File: config.mk
export PLATFORM = sky130hd
export DESIGN_NAME = mux_scan_ctrl
export DESIGN_NICKNAME = d
export VERILOG_FILES = /design/src/rtl/mux_scan_pkg.sv /design/src/rtl/mux_sel_map.sv /design/src/rtl/mux_scan_ctrl.sv
export SDC_FILE = /design/constraint.sdc
export NUM_CORES = 1
export LEC_CHECK = 0
export BUFFER_PORTS_ARGS = -buffer_cell sky130_fd_sc_hd__buf_2
export CORE_MARGIN = 1.5
export CORE_UTILIZATION = 54
export CTS_BUF_LIST = sky130_fd_sc_hd__clkbuf_8 sky130_fd_sc_hd__clkbuf_16
export DETAILED_ROUTE_END_ITERATION = 8
export HOLD_SLACK_MARGIN = 0.15
export PLACE_DENSITY = 0.8
export RECOVER_POWER = 25
export SLEW_MARGIN = 5
export SYNTH_ARGS = -nofsm -noshare
export SYNTH_HDL_FRONTEND = slang
export SYNTH_SLANG_ARGS = --single-unit
File: constraint.sdc
create_clock -name clk -period 2.3 [get_ports clk]
set_clock_uncertainty 0.15 [all_clocks]
set_input_delay 0.115 -clock clk [delete_from_list [all_inputs] [get_ports clk]]
set_output_delay 0.115 -clock clk [all_outputs]
set_load 0.01 [all_outputs]
File: src/rtl/mux_scan_pkg.sv
`default_nettype none
// ============================================================================
// Module   : mux_scan_pkg
// Purpose  : Shared constants for the 8:1 mux scan controller: channel and
//            settle-counter widths, channel count, and FSM state encoding.
// Ports    : none (package)
// Revision : 1.0 - initial release
// ============================================================================
package mux_scan_pkg;

  localparam int CH_W   = 3;  // channel index width
  localparam int NUM_CH = 8;  // mux channel count, fixed by the target mux
  localparam int CNT_W  = 4;  // settle counter width (SETTLE_CYCLES <= 15)

  // Scan FSM state encoding
  localparam logic [1:0] IDLE   = 2'd0;
  localparam logic [1:0] SETTLE = 2'd1;
  localparam logic [1:0] SAMPLE = 2'd2;
  localparam logic [1:0] DONE   = 2'd3;

endpackage : mux_scan_pkg
`default_nettype wire

File: src/rtl/mux_sel_map.sv
`default_nettype none
// ============================================================================
// Module   : mux_sel_map
// Purpose  : Maps a channel index onto the gate-level mux select pins.
//            The mux routes I1 for s2=1, s1=s0=0, so s2 is the channel LSB
//            and s0 the MSB: {s0,s1,s2} = {ch[2],ch[1],ch[0]}.
// Ports    : i_ch  [CH_W-1:0]  channel index
//            o_s0              select, channel bit 2
//            o_s1              select, channel bit 1
//            o_s2              select, channel bit 0
// Revision : 1.0 - initial release
// ============================================================================
module mux_sel_map
  import mux_scan_pkg::*;
(
  input  logic [CH_W-1:0] i_ch,
  output logic            o_s0,
  output logic            o_s1,
  output logic            o_s2
);

  assign o_s0 = i_ch[2];
  assign o_s1 = i_ch[1];
  assign o_s2 = i_ch[0];

endmodule : mux_sel_map
`default_nettype wire

File: src/rtl/mux_scan_ctrl.sv
`default_nettype none
// ============================================================================
// Module   : mux_scan_ctrl
// Purpose  : Steps the 8:1 mux through channels 0..7, holds each select for
//            SETTLE_CYCLES cycles, samples Y once per channel and presents
//            the assembled byte with a one-cycle valid strobe. Supports
//            single-shot and continuous scanning.
// Params   : SETTLE_CYCLES  cycles a select is held before sampling (1..15)
// Ports    : clk         system clock, rising edge
//            rst         synchronous active-high reset
//            start       begin a scan (honoured only in IDLE)
//            continuous  restart at channel 0 when high in the DONE cycle
//            y_in        mux output Y
//            s0/s1/s2    registered mux selects ({s0,s1,s2} = ch)
//            data_out    last completed scan, bit k = channel k
//            valid       one-cycle strobe in the DONE cycle
//            busy        high in every state except IDLE
// Revision : 1.0 - initial release
// ============================================================================
module mux_scan_ctrl
  import mux_scan_pkg::*;
#(
  parameter int SETTLE_CYCLES = 1
) (
  input  logic              clk,
  input  logic              rst,
  input  logic              start,
  input  logic              continuous,
  input  logic              y_in,
  output logic              s0,
  output logic              s1,
  output logic              s2,
  output logic [NUM_CH-1:0] data_out,
  output logic              valid,
  output logic              busy
);

  localparam logic [CNT_W-1:0] c_SETTLE_LAST = CNT_W'(SETTLE_CYCLES - 1);
  localparam logic [CH_W-1:0]  c_LAST_CH     = CH_W'(NUM_CH - 1);

  logic [1:0]        r_state;
  logic [1:0]        w_state_nxt;
  logic [CH_W-1:0]   r_ch;
  logic [CH_W-1:0]   w_ch_nxt;
  logic [CNT_W-1:0]  r_cnt;
  logic [CNT_W-1:0]  w_cnt_nxt;
  logic [NUM_CH-1:0] r_shadow;
  logic [NUM_CH-1:0] r_data;
  logic              r_s0;
  logic              r_s1;
  logic              r_s2;
  logic              w_s0_nxt;
  logic              w_s1_nxt;
  logic              w_s2_nxt;

  // Selects are derived from the next channel index and registered, so they
  // move on exactly the edge where the channel index moves.
  mux_sel_map u_sel_map (
    .i_ch (w_ch_nxt),
    .o_s0 (w_s0_nxt),
    .o_s1 (w_s1_nxt),
    .o_s2 (w_s2_nxt)
  );

  // --------------------------------------------------------------------------
  // State and datapath registers
  // --------------------------------------------------------------------------
  always_ff @(posedge clk) begin
    if (rst) begin
      r_state  <= IDLE;
      r_ch     <= '0;
      r_cnt    <= '0;
      r_shadow <= '0;
      r_data   <= '0;
      r_s0     <= 1'b0;
      r_s1     <= 1'b0;
      r_s2     <= 1'b0;
    end else begin
      r_state <= w_state_nxt;
      r_ch    <= w_ch_nxt;
      r_cnt   <= w_cnt_nxt;
      r_s0    <= w_s0_nxt;
      r_s1    <= w_s1_nxt;
      r_s2    <= w_s2_nxt;
      if (r_state == SAMPLE) begin
        r_shadow[r_ch] <= y_in;
      end
      // Shadow already holds bit 7 from the SAMPLE cycle just before DONE.
      if (r_state == DONE) begin
        r_data <= r_shadow;
      end
    end
  end

  // --------------------------------------------------------------------------
  // Next-state logic
  // --------------------------------------------------------------------------
  always_comb begin
    w_state_nxt = r_state;
    w_ch_nxt    = r_ch;
    w_cnt_nxt   = r_cnt;
    case (r_state)
      IDLE: begin
        w_ch_nxt = '0;
        if (start) begin
          w_state_nxt = SETTLE;
          w_cnt_nxt   = '0;
        end
      end
      SETTLE: begin
        w_cnt_nxt = r_cnt + 1'b1;
        if (r_cnt == c_SETTLE_LAST) begin
          w_state_nxt = SAMPLE;
        end
      end
      SAMPLE: begin
        // Channel 7 is never incremented here; the wrap to 0 happens in DONE.
        if (r_ch == c_LAST_CH) begin
          w_state_nxt = DONE;
        end else begin
          w_state_nxt = SETTLE;
          w_ch_nxt    = r_ch + 1'b1;
          w_cnt_nxt   = '0;
        end
      end
      DONE: begin
        w_ch_nxt    = '0;
        w_cnt_nxt   = '0;
        w_state_nxt = continuous ? SETTLE : IDLE;
      end
      default: begin
        w_state_nxt = IDLE;
        w_ch_nxt    = '0;
        w_cnt_nxt   = '0;
      end
    endcase
  end

  // --------------------------------------------------------------------------
  // Output decode (Moore outputs from registered state)
  // --------------------------------------------------------------------------
  always_comb begin
    valid    = (r_state == DONE);
    busy     = (r_state != IDLE);
    s0       = r_s0;
    s1       = r_s1;
    s2       = r_s2;
    data_out = r_data;
  end

endmodule : mux_scan_ctrl
`default_nettype wire

# Yosys cells after proc, flatten, opt, wreduce, memory -nomap -nowiden
# Cells that the tools add are included.
# word_totals
register_bits	28
latchBits	0
mem_bits_rw	0
rom_bits	0
elab_cells	39
memories	0
# classes
addsub	2
n_mul	0
div	0
magnitude_cmp	2
eq_ne	7
shift	0
mux	13
n_bitwise	0
reduce_logical	7
# op_table
cell	n
4-bit one-hot mux with 4 select lines	1
8-bit bitwise mux	1
4-bit two-way mux	2
2-bit one-hot mux with 4 select lines	1
2-bit two-way mux	3
2-bit inequality test, second input constant	3
3-bit one-hot mux with 2 select lines	1
4-bit by 1-bit adder with 4-bit output, second input constant	1
2-bit == test, second input constant	2
4-bit logical NOT	1
3-bit by 4-bit < comparator with 1-bit output, second input constant	1
2-bit AND reduction	2
3-bit by 1-bit adder with 3-bit output, second input constant	1
1-bit demux with 3-bit select	1
3-bit == test, second input constant	1
3-bit by 1-bit >= comparator with 1-bit output, second input constant	1
3-bit two-way mux	1
2-bit by 1-bit == test with 1-bit output, second input constant	1
2-bit logical NOT	1
1-bit two-way mux	2
2-bit nonzero test	1
2-bit OR reduction	1
1-bit logical AND	1

# Longest topological paths before layout
# logic_depth
word_depth	5
ltp_mapped	5
mapped_depth_nobuf	4

# By module
# A second synthesis with hierarchy kept.
# hier_totals
hier_cells	153
hier_area_um2	1272.5
# modules_own_cells
mod	instances	cells_each	area_each_um2	seq_area_each_um2
mux_scan_ctrl	1	150	1249.9	560.5
mux_sel_map	1	3	22.5	0.0

# Worst setup path after synthesis
# OpenSTA, ideal clock, no wires.
# synth_path
path_kind	register -> register
from	reg r_ch[1]
to	reg r_cnt[3]
setup_ns	0.086
arrival_time_ns	1.606
required_ns	2.064
path_slack_ns	0.459
path_stages_with_launch	6
n_path_buf	1
path_cell_list	dfxtp_1 ha_1 and4b_1 clkbuf_2 or4_1 a211oi_1
# synth_via
elab_chain_len	3
# synth_lines
element	line_no	rtl
start, declared	mux_scan_ctrl.sv:43	logic [CH_W-1:0] r_ch;
start signal, assigned	mux_scan_ctrl.sv:80	r_ch <= w_ch_nxt;
3-bit == test	mux_scan_ctrl.sv:118	if (r_ch == c_LAST_CH) begin
2-bit inequality test (no line)	-	
2-bit AND reduction (no line)	-	
end signal, assigned	mux_scan_ctrl.sv:81	r_cnt <= w_cnt_nxt;
end, declared	mux_scan_ctrl.sv:45	logic [CNT_W-1:0] r_cnt;
# Every way passes these cells.
# A chain may end at the register's enable or synchronous reset.

# Worst setup path in the final report
# Same ends and word-level chain as after synthesis.

==> summary.md <==
| Metric | Value |
|---|---|
| Post-Synth Simple-Gate Area | `28.0%` |
| Mapped Nets | `156` |
| Finished layout cell area | `1350 sq um` |
| Switch Pwr | `0.188 mW` |
| Crit Reg-Reg Endpoint | `r_cnt[3]` |
| Req. time, crit path | `2.33 ns` |
| Layout overhead on the synthesized area | `14.9%` |
| Hold_sp | `data_out[6]` |
| Flip-flop and latch count after synthesis | `25` |
| Clock-pin slew of the registers on the worst-case setup and hold paths | `0.08 ns` |
| Cell accounting for the most synthesized area | `sky130_fd_sc_hd__dfxtp_1` |
| Final net count | `173` |
| Longest individual stage delay on the worst path | `0.51 ns` |
| Cells along the critical path | `ha_1 > and4b_1 > or4_1 > a211oi_1` |
| Combinational family with the most area after synthesis | `simple AND/OR/NAND/NOR gates` |
| Port Buffer Count | `17` |
| Detail-routed via count per cell | `5.59` |
| CTS H-tree depth | `1` |
| Fraction of final layout cells sized beyond drive strength 1 | `9.76%` |
| Cell leakage power | `0.494 nW` |
| Max-cap violations | `0` |
| Count of buffers added by post-CTS timing repair for setup | `0` |
| Final Hold Viols | `0` |
| Classification of the worst setup path | `flop to flop` |
| Overall die area | `2470 sq um` |
| Cell depth of the worst flop-to-flop path | `4` |
| GRT met3 Usage | `2.73%` |
| Total power per unit cell area | `580 nW/um^2` |
| Layer with the highest usage | `met2` |
| Top-Level Pins | `18` |
| Antenna violation net count after detailed routing | `0` |
| DP Worst Slack | `0.333 ns` |
| Largest buffer count on any clock path | `2` |
| Width of the die | `49.7 microns` |
| Pin count of the biggest net entering global routing | `26` |
| Slew Viols, Final | `0` |
| Ys Warns | `0` |
| Most used cells in the layout excluding fill and tap cells | `24 x sky130_fd_sc_hd__dfxtp_1, 22 x sky130_fd_sc_hd__a21oi_1, 19 x sky130_fd_sc_hd__nand3_1` |
| Hold/Removal Path Class | `flop to flop` |
| Setup crit end kind | `flop` |
| Cell count after synthesis | `148` |
| Power share of the combinational group | `10.5%` |
| Total wirelength of the detailed-routed design | `2410 microns` |
| Final HPWL DP | `1650 microns` |
| 1st-pass router iterations | `4` |
| Final weighted congestion in routability-driven placement | `0.865` |
| Post-synth top area share | `42.5%` |
| Chip height | `49.7 microns` |
| Setup repair after global routing missed its margin | `no` |
| Antenna violations before repair | `0` |
| Arrival time worst endpoint | `2.01 ns` |
| Area of the core | `2000 sq um` |
| Total negative slack | `0 ns` |
| Via count of the first global-routing pass | `880` |
| Sequential power share | `57.9%` |
| Final Setup Violations | `0` |
| Most common cell after layout, fill and taps aside | `sky130_fd_sc_hd__dfxtp_1` |
| Slew at the pin closest to its max-slew limit | `0.526 ns` |
| Antenna fix cells | `0` |
| Post-route minimum period | `1.98 ns` |
| Main area contributors after synthesis | `sky130_fd_sc_hd__dfxtp_1 42%, sky130_fd_sc_hd__a21oi_1 9.3%, sky130_fd_sc_hd__nand3_1 8.1%` |
| Clk network pwr share | `31.6%` |
| Number of cells in the design after placement | `181` |
| Rel. slew slack | `64.7%` |
| Total GRT Usage | `20.7%` |
| Number of vias after detailed routing | `1067` |
| Syn_area_per_cell | `7.96 sq um` |
| Overflow left after global routing | `0` |
| Critical Path Fanout Max | `13` |
| Detailed-route DRC error count | `0` |
| Number of cells in the finished layout apart from fillers | `191` |
| Fill cell instance count of the final layout | `184` |
| Met2 track demand over resource in global routing | `32.9%` |
| Post-Route Hold Slack | `0.313 ns` |
| Internal power | `0.597 mW` |
| Sort of element at the start of the critical path | `flop` |
| Insertion delay to the later sink of the worst-skew pair | `0.26 ns` |
| Fraction of power spent switching nets | `24.0%` |
| Worst hold path stage count | `2` |
| Instance area after placement | `1260 sq um` |
| Count of unique library cells instantiated by Yosys | `32` |
| Clock tree from TritonCTS | `built` |
| Sequential cell area fraction in the yosys report | `42.5%` |
| Highest ir drop seen on vdd | `0.332 mV` |
| GR met1 Demand/Resource | `30.1%` |
| Crit share post-route | `86.2%` |
| Xor/xnor share of the synthesized area | `0%` |
| Netlist area before placement | `1180 sq um` |
| Number of clock buffers inserted by TritonCTS | `3` |
| Slowest-stage cell, CP | `sky130_fd_sc_hd__or4_1` |
| Starting DRT DRC Count | `27` |
| Peak Freq | `505 MHz` |
| Total clock sinks | `25` |
| Mux contribution to synthesized area | `0%` |
| Adder and majority cell fraction of the synthesized area | `3.18%` |
| Root cell of the clock tree | `sky130_fd_sc_hd__clkbuf_8` |
| First-pass GRT wire length | `4080 microns` |
| Startpoint of the worst-slack reg-to-reg timing path | `r_ch[1]` |
| Status | `finished clean` |
| Slack of the worst reg-to-reg path | `0.32 ns` |
| Hold Crit Endpoint | `data_out[6]` |
| Wirelength per Cell | `12.6 microns` |
| Complex-gate fraction of the synthesized area | `20.5%` |
| Worst-case setup margin in the final layout | `0.318 ns` |
| Starting density of the core | `58.9%` |
| Total number of placement rows | `16` |
## per-stage QoR
step,power [mW],utilization [%]
after floorplan,0.519,-
after global placement,0.535,62.9
after detailed placement,0.537,62.9
after CTS,0.790,68.1
after global routing,0.817,67.6
final,0.785,67.6
## worst max path at each step
stage,from,end,depth (start not counted)
floorplan,r_ch[1],r_cnt[3],5
CTS,r_state[1],r_shadow[5],4
finish,r_ch[1],r_cnt[3],4
global route,r_ch[1],r_cnt[3],4
detailed placement,r_ch[1],r_cnt[3],4
global placement,r_ch[1],r_cnt[3],4
## worst max-delay path, delay by kind of cell (launching register included)
| kind | cells | cell delay [ns] |
|---|---|---|
| adders and majority gates | 1 | 0.32 |
| DFF | 1 | 0.43 |
| AOI/OAI and AO/OA | 1 | 0.22 |
| and+or+nand+nor | 2 | 0.78 |
## sequential cells by signal (all words and copies together), names as in the netlist
register and flops:
r_cnt 4, r_ch 3, data_out 8, r_shadow 8, r_state 2
## kinds of logic (layout without fill, tap and decap cells)
family | count (synthesis) | after routing
AO/OA/AOI/OAI | 42 | 42
flip-flops | 25 | 25
adder cells (fa/ha/maj) | 3 | 3
AND/OR/NAND/NOR | 60 | 60
buffers and inverters | 18 | 34
## cell usage after synthesis, drive strengths merged
| cell type | n |
|---|---|
| a211oi | 3 |
| a21bo | 1 |
| a21boi | 1 |
| a21o | 1 |
| a21oi | 22 |
| a22o | 1 |
| and2 | 1 |
| and3 | 1 |
| and3b | 2 |
| and4b | 1 |
| clkbuf | 12 |
| dfxtp | 25 |
| ha | 3 |
| inv | 6 |
| nand2 | 14 |
| nand2b | 3 |
| nand3 | 19 |
| nand3b | 2 |
| nand4b | 1 |
| nor2 | 2 |
| nor2b | 4 |
| nor3 | 2 |
| nor3b | 1 |
| nor4 | 1 |
| o21ai | 9 |
| o31ai | 4 |
| or2 | 1 |
| or2b | 1 |
| or3 | 1 |
| or3b | 1 |
| or4 | 2 |
## power groups by stage
stage                     clock network, mW  registers [mW]  logic, mW
final                                 0.248           0.454     0.0828
after global routing                  0.269           0.457     0.0912
after CTS                             0.254           0.454     0.0818
after detailed placement                  0           0.464     0.0729
after global placement                    0           0.463     0.0716
after floorplan                           0           0.456     0.0631
## cell type report
class                           instances  area [sq um]  area share [%]
Multi-Input combinational cell        105           609            45.0
Sequential cell                        25           502            37.1
Timing Repair Buffer                   24           141            10.4
Clock buffer                            3          41.3            3.05
Tap cell                               27          33.8            2.50
Inverter                                6          22.5            1.66
Clock inverter                          1          3.75           0.277
## layer usage
layer  vias up  share of wire, %
met5         -                 0
met4         0                 0
met3         0               4.8
met2        25                46
met1       487                50
li1        555                 -
## timing repair
action	in CTS	in global routing
endpoints found under the setup margin	0	1
hold buffers	6	0
endpoints found under the hold margin	18	0
resized for setup	0	1
No activity file was read; power rests on OpenSTA's default activity.
